===== src/rtl/lsu_mem_port.sv =====
// rtl/lsu_mem_port.sv - load/store initiator for a single-port synchronous-read data memory
// Optional feature macro: LSU_MISALIGN_TRAP_EN (reject misaligned halfword/word accesses).
module lsu_mem_port #(
    parameter bit RESP_ZERO_ON_STORE = 1'b1
) (
    input  logic        clk,
    input  logic        reset,
    input  logic        req_valid,
    output logic        req_ready,
    input  logic        req_we,
    input  logic [2:0]  req_funct3,
    input  logic [31:0] req_addr,
    input  logic [31:0] req_wdata,
    output logic        resp_valid,
    output logic [31:0] resp_rdata,
    output logic        resp_err,
    output logic [31:0] mem_addr,
    output logic [31:0] mem_wdata,
    output logic        mem_rw,
    input  logic [31:0] mem_rdata
);

    typedef enum logic [2:0] {IDLE, RD, CAP, WR, RESP} state_t;

    state_t      state, state_nxt;
    logic        we_q;
    logic [2:0]  funct3_q;
    logic [31:0] addr_q;
    logic [15:0] wdata_q;
    logic [31:0] wbuf;
    logic        req_illegal, req_misalign, req_reject;
    logic [7:0]  byte_sel;
    logic [15:0] half_sel;
    logic [31:0] load_fmt, merged;

    always_comb begin
        req_illegal = 1'b0;
        if (req_we)
            req_illegal = !(req_funct3 inside {3'b000, 3'b001, 3'b010});
        else
            req_illegal = req_funct3 inside {3'b011, 3'b110, 3'b111};
    end

`ifdef LSU_MISALIGN_TRAP_EN
    assign req_misalign = ((req_funct3[1:0] == 2'b01) && req_addr[0]) ||
                          ((req_funct3[1:0] == 2'b10) && (req_addr[1:0] != 2'b00));
`else
    // Low address bits are simply ignored; lane selection uses only the bits that matter.
    assign req_misalign = 1'b0;
`endif

    assign req_reject = req_illegal || req_misalign;

    always_comb begin
        byte_sel = mem_rdata[{addr_q[1:0], 3'b000} +: 8];
        half_sel = addr_q[1] ? mem_rdata[31:16] : mem_rdata[15:0];
        case (funct3_q)
            3'b000:  load_fmt = {{24{byte_sel[7]}}, byte_sel};
            3'b100:  load_fmt = {24'h0, byte_sel};
            3'b001:  load_fmt = {{16{half_sel[15]}}, half_sel};
            3'b101:  load_fmt = {16'h0, half_sel};
            default: load_fmt = mem_rdata;
        endcase
    end

    always_comb begin
        merged = mem_rdata;
        if (funct3_q[1:0] == 2'b00)
            merged[{addr_q[1:0], 3'b000} +: 8] = wdata_q[7:0];
        else
            merged[{addr_q[1], 4'b0000} +: 16] = wdata_q;
    end

    always_ff @(posedge clk or posedge reset) begin
        if (reset)
            state <= IDLE;
        else
            state <= state_nxt;
    end

    always_comb begin
        state_nxt = state;
        case (state)
            IDLE: begin
                if (req_valid) begin
                    if (req_reject)
                        state_nxt = RESP;
                    else if (req_we && (req_funct3 == 3'b010))
                        state_nxt = WR;
                    else
                        state_nxt = RD;
                end
            end
            RD:      state_nxt = CAP;
            CAP:     state_nxt = we_q ? WR : RESP;
            WR:      state_nxt = RESP;
            RESP:    state_nxt = IDLE;
            default: state_nxt = IDLE;
        endcase
    end

    always_ff @(posedge clk or posedge reset) begin
        if (reset) begin
            we_q       <= 1'b0;
            funct3_q   <= 3'b000;
            addr_q     <= 32'h0;
            wdata_q    <= 16'h0;
            wbuf       <= 32'h0;
            resp_rdata <= 32'h0;
            resp_err   <= 1'b0;
        end else begin
            case (state)
                IDLE: begin
                    if (req_valid) begin
                        we_q     <= req_we;
                        funct3_q <= req_funct3;
                        addr_q   <= req_addr;
                        wdata_q  <= req_wdata[15:0];
                        wbuf     <= req_wdata;
                        resp_err <= req_reject;
                        if (req_reject)
                            resp_rdata <= 32'h0;
                    end
                end
                CAP: begin
                    if (we_q)
                        wbuf <= merged;
                    else
                        resp_rdata <= load_fmt;
                end
                WR: resp_rdata <= RESP_ZERO_ON_STORE ? 32'h0 : wbuf;
                default: ;
            endcase
        end
    end

    // Memory-side outputs depend only on state and latched registers.
    assign req_ready  = (state == IDLE);
    assign resp_valid = (state == RESP);
    assign mem_rw     = (state == WR);
    assign mem_addr   = ((state == RD) || (state == WR)) ? {addr_q[31:2], 2'b00} : 32'h0;
    assign mem_wdata  = (state == WR) ? wbuf : 32'h0;

endmodule


===== config.mk =====
export PLATFORM = sky130hd
export DESIGN_NAME = lsu_mem_port
export DESIGN_NICKNAME = d
export VERILOG_FILES = /design/src/rtl/lsu_mem_port.sv
export SDC_FILE = /design/constraint.sdc
export NUM_CORES = 1
export LEC_CHECK = 0
export ABC_CLOCK_PERIOD_IN_PS = 7100
export BUFFER_PORTS_ARGS = -buffer_cell sky130_fd_sc_hd__clkbuf_2
export CAP_MARGIN = 20
export CORE_MARGIN = 2
export CORE_UTILIZATION = 35
export DETAILED_ROUTE_END_ITERATION = 16
export HOLD_SLACK_MARGIN = 0.12
export REMOVE_ABC_BUFFERS = 1
export SYNTH_ARGS = -nofsm -noshare
export SYNTH_HDL_FRONTEND = slang
export SYNTH_SLANG_ARGS = --single-unit

===== constraint.sdc =====
create_clock -name clk -period 7.1 [get_ports clk]
set_clock_uncertainty 0.15 [all_clocks]
set_input_delay 1.42 -clock clk [delete_from_list [all_inputs] [get_ports clk]]
set_output_delay 1.42 -clock clk [all_outputs]
set_load 0.03 [all_outputs]

### Word-level counts from Yosys, hierarchy flattened

Index checks and enable logic that the tools add are counted.

| word-level totals | value |
|---|---|
| output and inout port bits | 100 |
| logic and storage cells | 65 |
| register bits | 120 |

| cells by class | value |
|---|---|
| reduce and logical (&&, ||, !) cells | 14 |
| eq/ne operators | 16 |
| shift operators | 5 |
| add/sub/neg operators | 2 |
| multiplexer cells | 20 |

Operators by type and width:

| kind | number |
|---|---|
| $mux 32 | 8 |
| $pmux 32 s4 | 1 |
| $pmux 32 s3 | 1 |
| $bwmux 32 | 2 |
| $pmux 32 s2 | 1 |
| $shift 16x7->32 const A | 1 |
| $shift 8x7->32 const A | 1 |
| $shiftx 16x7->32 | 1 |
| $shiftx 32x6->8 | 1 |
| $shiftx 8x7->32 | 1 |
| $mux 16 | 1 |
| $eq 3x3->1 const B | 5 |
| $neg 5->7 | 2 |
| $eq 3x2->1 const B | 4 |
| $pmux 3 s4 | 1 |
| $eq 3x1->1 const B | 3 |
| $logic_not 3->1 | 3 |
| $mux 3 | 3 |
| $reduce_bool 3->1 | 3 |
| $ne 2x2->1 const B | 3 |
| $reduce_and 4->1 | 1 |
| $reduce_and 3->1 | 1 |
| $logic_not 2->1 | 1 |
| $mux 2 | 1 |
| other kinds (7) | 7 |

### Logic depth before layout (Yosys ltp)

| logic depth | value |
|---|---|
| depth after elaboration | 7 |
| depth in mapped cells | 9 |
| mapped depth without buffers | 6 |

### Worst setup path after synthesis

Ideal clock, no wire load.

| timing | value |
|---|---|
| kind | register to output |
| from | register state[1] |
| to | output resp_valid |
| buffers on the path | 2 |
| arrival time | 1473 ps |
| setup slack | 4057 ps |
| cell stages (with the launch flop) | 4 |
| cell sequence | dfrtp_1 -> clkbuf_1 -> clkbuf_1 -> nor3b_1 |

| between the ends | value |
|---|---|
| cells in the longest elaborated chain, start to end | 1 |

Ends and longest elaborated chain:

| what | RTL line | source |
|---|---|---|
| from (decl) | 25 | `state_t state, state_nxt;` |
| from (signal assigned) | 78 | `state <= state_nxt;` |
| $eq 3x3->1 | 139 | `assign resp_valid = (state == RESP);` |
| to (decl) | 14 | `output logic resp_valid,` |

Every way passes these cells.

### Worst setup path after layout

| timing | value |
|---|---|
| from | register state[0] |
| to | output mem_wdata[23] |

| between the ends | value |
|---|---|
| cells in the longest elaborated chain, start to end | 2 |

Ends and longest elaborated chain:

| what | RTL line | source |
|---|---|---|
| $eq 3x2->1 | 142 | `assign mem_wdata = (state == WR) ? wbuf : 32'h0;` |
| $mux 32 | 142 |  |
| to (decl) | 18 | `output logic [31:0] mem_wdata,` |

Every way passes these cells.

==> metrics.md <==
| Metric | Value |
|---|---|
| GRT Total Usage | `21.4%` |
| Mux contribution to synthesized area | `8.45%` |
| Flop pwr share | `31.8%` |
| HP Class | `register to register` |
| Final wirelength | `21200 µm` |
| Initial antenna violation count | `0` |
| Peak supply drop | `0.378 mV` |
| Worst path required time | `5530 ps` |
| Compound-gate portion of the synthesized area | `20.2%` |
| FF-to-FF End | `resp_rdata[25]` |
| MaxCap Viol Count | `0` |
| RSZ-0062 raised after global routing | `no` |
| IO Pins | `203` |
| Site row count | `50` |
| Largest net degree at the start of global routing | `70` |
| Clock Latency Late Sink | `420 ps` |
| Share of layout cells above drive strength 1 | `29.6%` |
| Cells on worst reg2reg path | `6` |
| Comb power frac | `48.1%` |
| Drt via density | `5.37` |
| Drt drc | `0` |
| CTS tree | `yes` |
| Worst Setup Path Type | `register to output port` |
| Max Fclk | `0.282 GHz` |
| Clock power share | `20.1%` |
| # setup viols final | `0` |
| Number of distinct library cells after synthesis | `48` |
| Final total power | `4120 µW` |
| Net Switching | `1840 µW` |
| Via Count | `6145` |
| Die Ht | `142 µm` |
| PwrDens | `488 nW/µm²` |
| First-pass GRT wire length | `33100 µm` |
| XOR/XNOR Fraction of Synth Area | `0%` |
| Critical Path End Type | `output port` |
| Tcrit/Tclk final | `50.0%` |
| Startpoint Class | `register` |
| Slowest stage delay, CP | `520 ps` |
| Final hold vios | `0` |
| Hold path start | `addr_q[17]` |
| Reg clk slew, reported paths | `50 ps` |
| Slowest cell on crit path | `dfrtp_1` |
| PortBufs | `200` |
| Avg WL per Cell | `18.5 µm` |
| Status | `finished, final reports clean` |
| Number of diodes | `0` |
| Mean area per synthesized cell | `9.14 µm²` |
| Worst EP arrival | `1980 ps` |
| Crit-path cells | `nor2b_4 -> buf_12 -> and3_1 -> clkbuf_2` |
| Post-Route Utilization | `45.0%` |
| Max Transition Viols Final | `0` |
| CTS sink cnt | `120` |
| Sw frac | `44.6%` |
| Asr flop ratio synth | `100%` |
| Cells after Synth | `733` |
| DP Area | `7790 µm²` |
| Postcts setup bufs | `0` |
| Worst hold path stage count | `2` |
| Final Instance Area | `8440 µm²` |
| P_leak | `0.00434 µW` |
| Crit-path max FO | `57` |
| Tmin final | `3550 ps` |
| Clk buf depth | `2` |
| Post-route insts no fill | `1145` |
| Reg-to-reg slack, setup | `3910 ps` |
| Worst Hold Path EP | `addr_q[17]` |
| Remaining Overflow, GRT | `0` |
| Vias in the first global route | `5824` |
| Post-Synth Adder-Cell Area | `0.934%` |
| Core Box Area | `18800 µm²` |
| Worst-Margin Slew | `990 ps` |
| Starting density of the core | `35.7%` |
| P_int | `2280 µW` |
| Area growth syn-to-layout | `26.0%` |
| Number of synthesized flops with an enable pin | `0` |
| FILL cells | `1872` |
| DP Wirelength | `14200 µm` |
| Htree depth | `4` |
| Flops & latches, synth | `120` |
| Synth Flop Type | `dfrtp_1` |
| Die ar. | `20300 µm²` |
| ANT nets after route | `0` |
| Clock Tree Root | `clkbuf_16` |
| Synth Cell Area | `6700 µm²` |
| Post-Synth Simple-Gate Area | `20.0%` |
| DR pass1 iterations | `5` |
| Num CTS Buffers | `17` |
| Nets | `1006` |
| Die width | `142 µm` |
| Main combinational cell family by area after synthesis | `compound AO/OA/AOI/OAI gates` |
| Post_cts resized | `0` |
| Placed insts | `1109` |
| Register area share after synthesis | `44.8%` |
| Final setup TNS | `0 ps` |
| Post-CTS Hold Buffers | `0` |
| Starting DRT DRC Count | `424` |
| RR Startpoint | `state[1]` |
| Syn. warnings | `0` |
| Routability cong. | `0.775` |
| Slew headroom | `33.1%` |
## placed cells by master (no fill, tap or decap), types with 4 or more instances in the layout
master     synthesis  layout
a22o_1             7       7
and2_1            31      31
mux2_2            16      16
a221o_1           44      44
inv_1             19      18
clkbuf_2           0     200
a31oi_1            4       4
clkbuf_8           0       4
mux2i_1           34      34
a211oi_1           7       7
o22ai_1            6       6
nand2b_1           8       8
o32ai_1            6       6
nand2_1          159     158
o21ai_0            8       8
and3_1            32      32
nor2_1            33      33
a2bb2oi_1          6       6
dfrtp_1          120     119
a22oi_1           28      28
buf_4              4       8
clkbuf_1          44       4
a21oi_1           58      58
clkbuf_16          0      17
ha_1               5       5
## layout make-up
cell class,instances,area (µm²),share of cell area [%]
Clock buffer,25,495,5.87
Timing Repair Buffer,212,1150,13.6
Tap cell,234,293,3.47
Clock inverter,7,67.6,0.801
Multi-Input combinational cell,528,3350,39.8
Sequential cell,120,3000,35.6
Inverter,19,73.8,0.875
## per-stage QoR
stage | setup WS, ps | hold slack, ps
floorplan | 2260 | 287
global placement | 3520 | 300
detailed placement | 3490 | 304
CTS | 3030 | 318
global route | 3480 | 338
finish | 3550 | 315
## how the worst max path moves through the flow
stage	depth (start not counted)	endpoint	start	slack, ps
after floorplan	3	addr_q[0]	req_valid	2260
after global placement	3	mem_wdata[23]	state[0]	3520
after detailed placement	3	mem_wdata[23]	state[0]	3490
after CTS	3	mem_wdata[23]	state[0]	3030
after global routing	4	mem_wdata[23]	state[0]	3480
final	4	mem_wdata[23]	state[0]	3550
## synth_stat cells, types with 8 or more instances
cell type  number  area share [%]
nand2b_1        8            0.75
clkbuf_1       44             2.5
o21ai_0         8            0.60
a221o_1        44             6.6
buf_2          10            0.75
nor2_1         33             1.8
mux2_2         16             2.7
and2_1         31             2.9
mux2i_1        34             5.1
a22oi_1        28             3.1
dfrtp_1       120              45
nand2_1       159             8.9
a21oi_1        58             4.3
and3_1         32             3.0
inv_1          19             1.1
## logic make-up (layout without fill, tap and decap cells)
family,after synthesis,in the layout
mux,52,52
other cells,1,2
compound gates,185,185
flops,120,120
simple gates,284,284
fa+ha+maj,5,5
buf+inv,86,263
## power by group through the flow
| stage | registers, µW | clock network, µW | logic [µW] |
|---|---|---|---|
| finish | 1310 | 828 | 1980 |
| CTS | 1320 | 849 | 1930 |
| global route | 1360 | 882 | 2200 |
| detailed placement | 1330 | 0 | 1930 |
| global placement | 1320 | 0 | 1900 |
| floorplan | 1400 | 0 | 1260 |
## sequential cells by signal (all words and copies together), names as in the netlist
register,cells
addr_q,32
funct3_q,3
resp_err,1
resp_rdata,32
state,3
wbuf,32
wdata_q,16
we_q,1
## critical path, delay by kind of cell (launching register included)
| family | cells | cell delay, ps |
|---|---|---|
| and+or+nand+nor | 2 | 550 |
| DFF | 1 | 520 |
| buffers and inverters | 2 | 450 |
## metal layers
layer / track usage (%) / share of wire (%) / vias to the layer above
met5: 0 / 0 / -
met4: 7.30 / 1.9 / 0
met3: 4.88 / 6.8 / 25
met2: 33.5 / 47 / 219
met1: 29.3 / 45 / 2960
li1: - / - / 2941
Note: power is estimated with default switching activity, not from simulation.
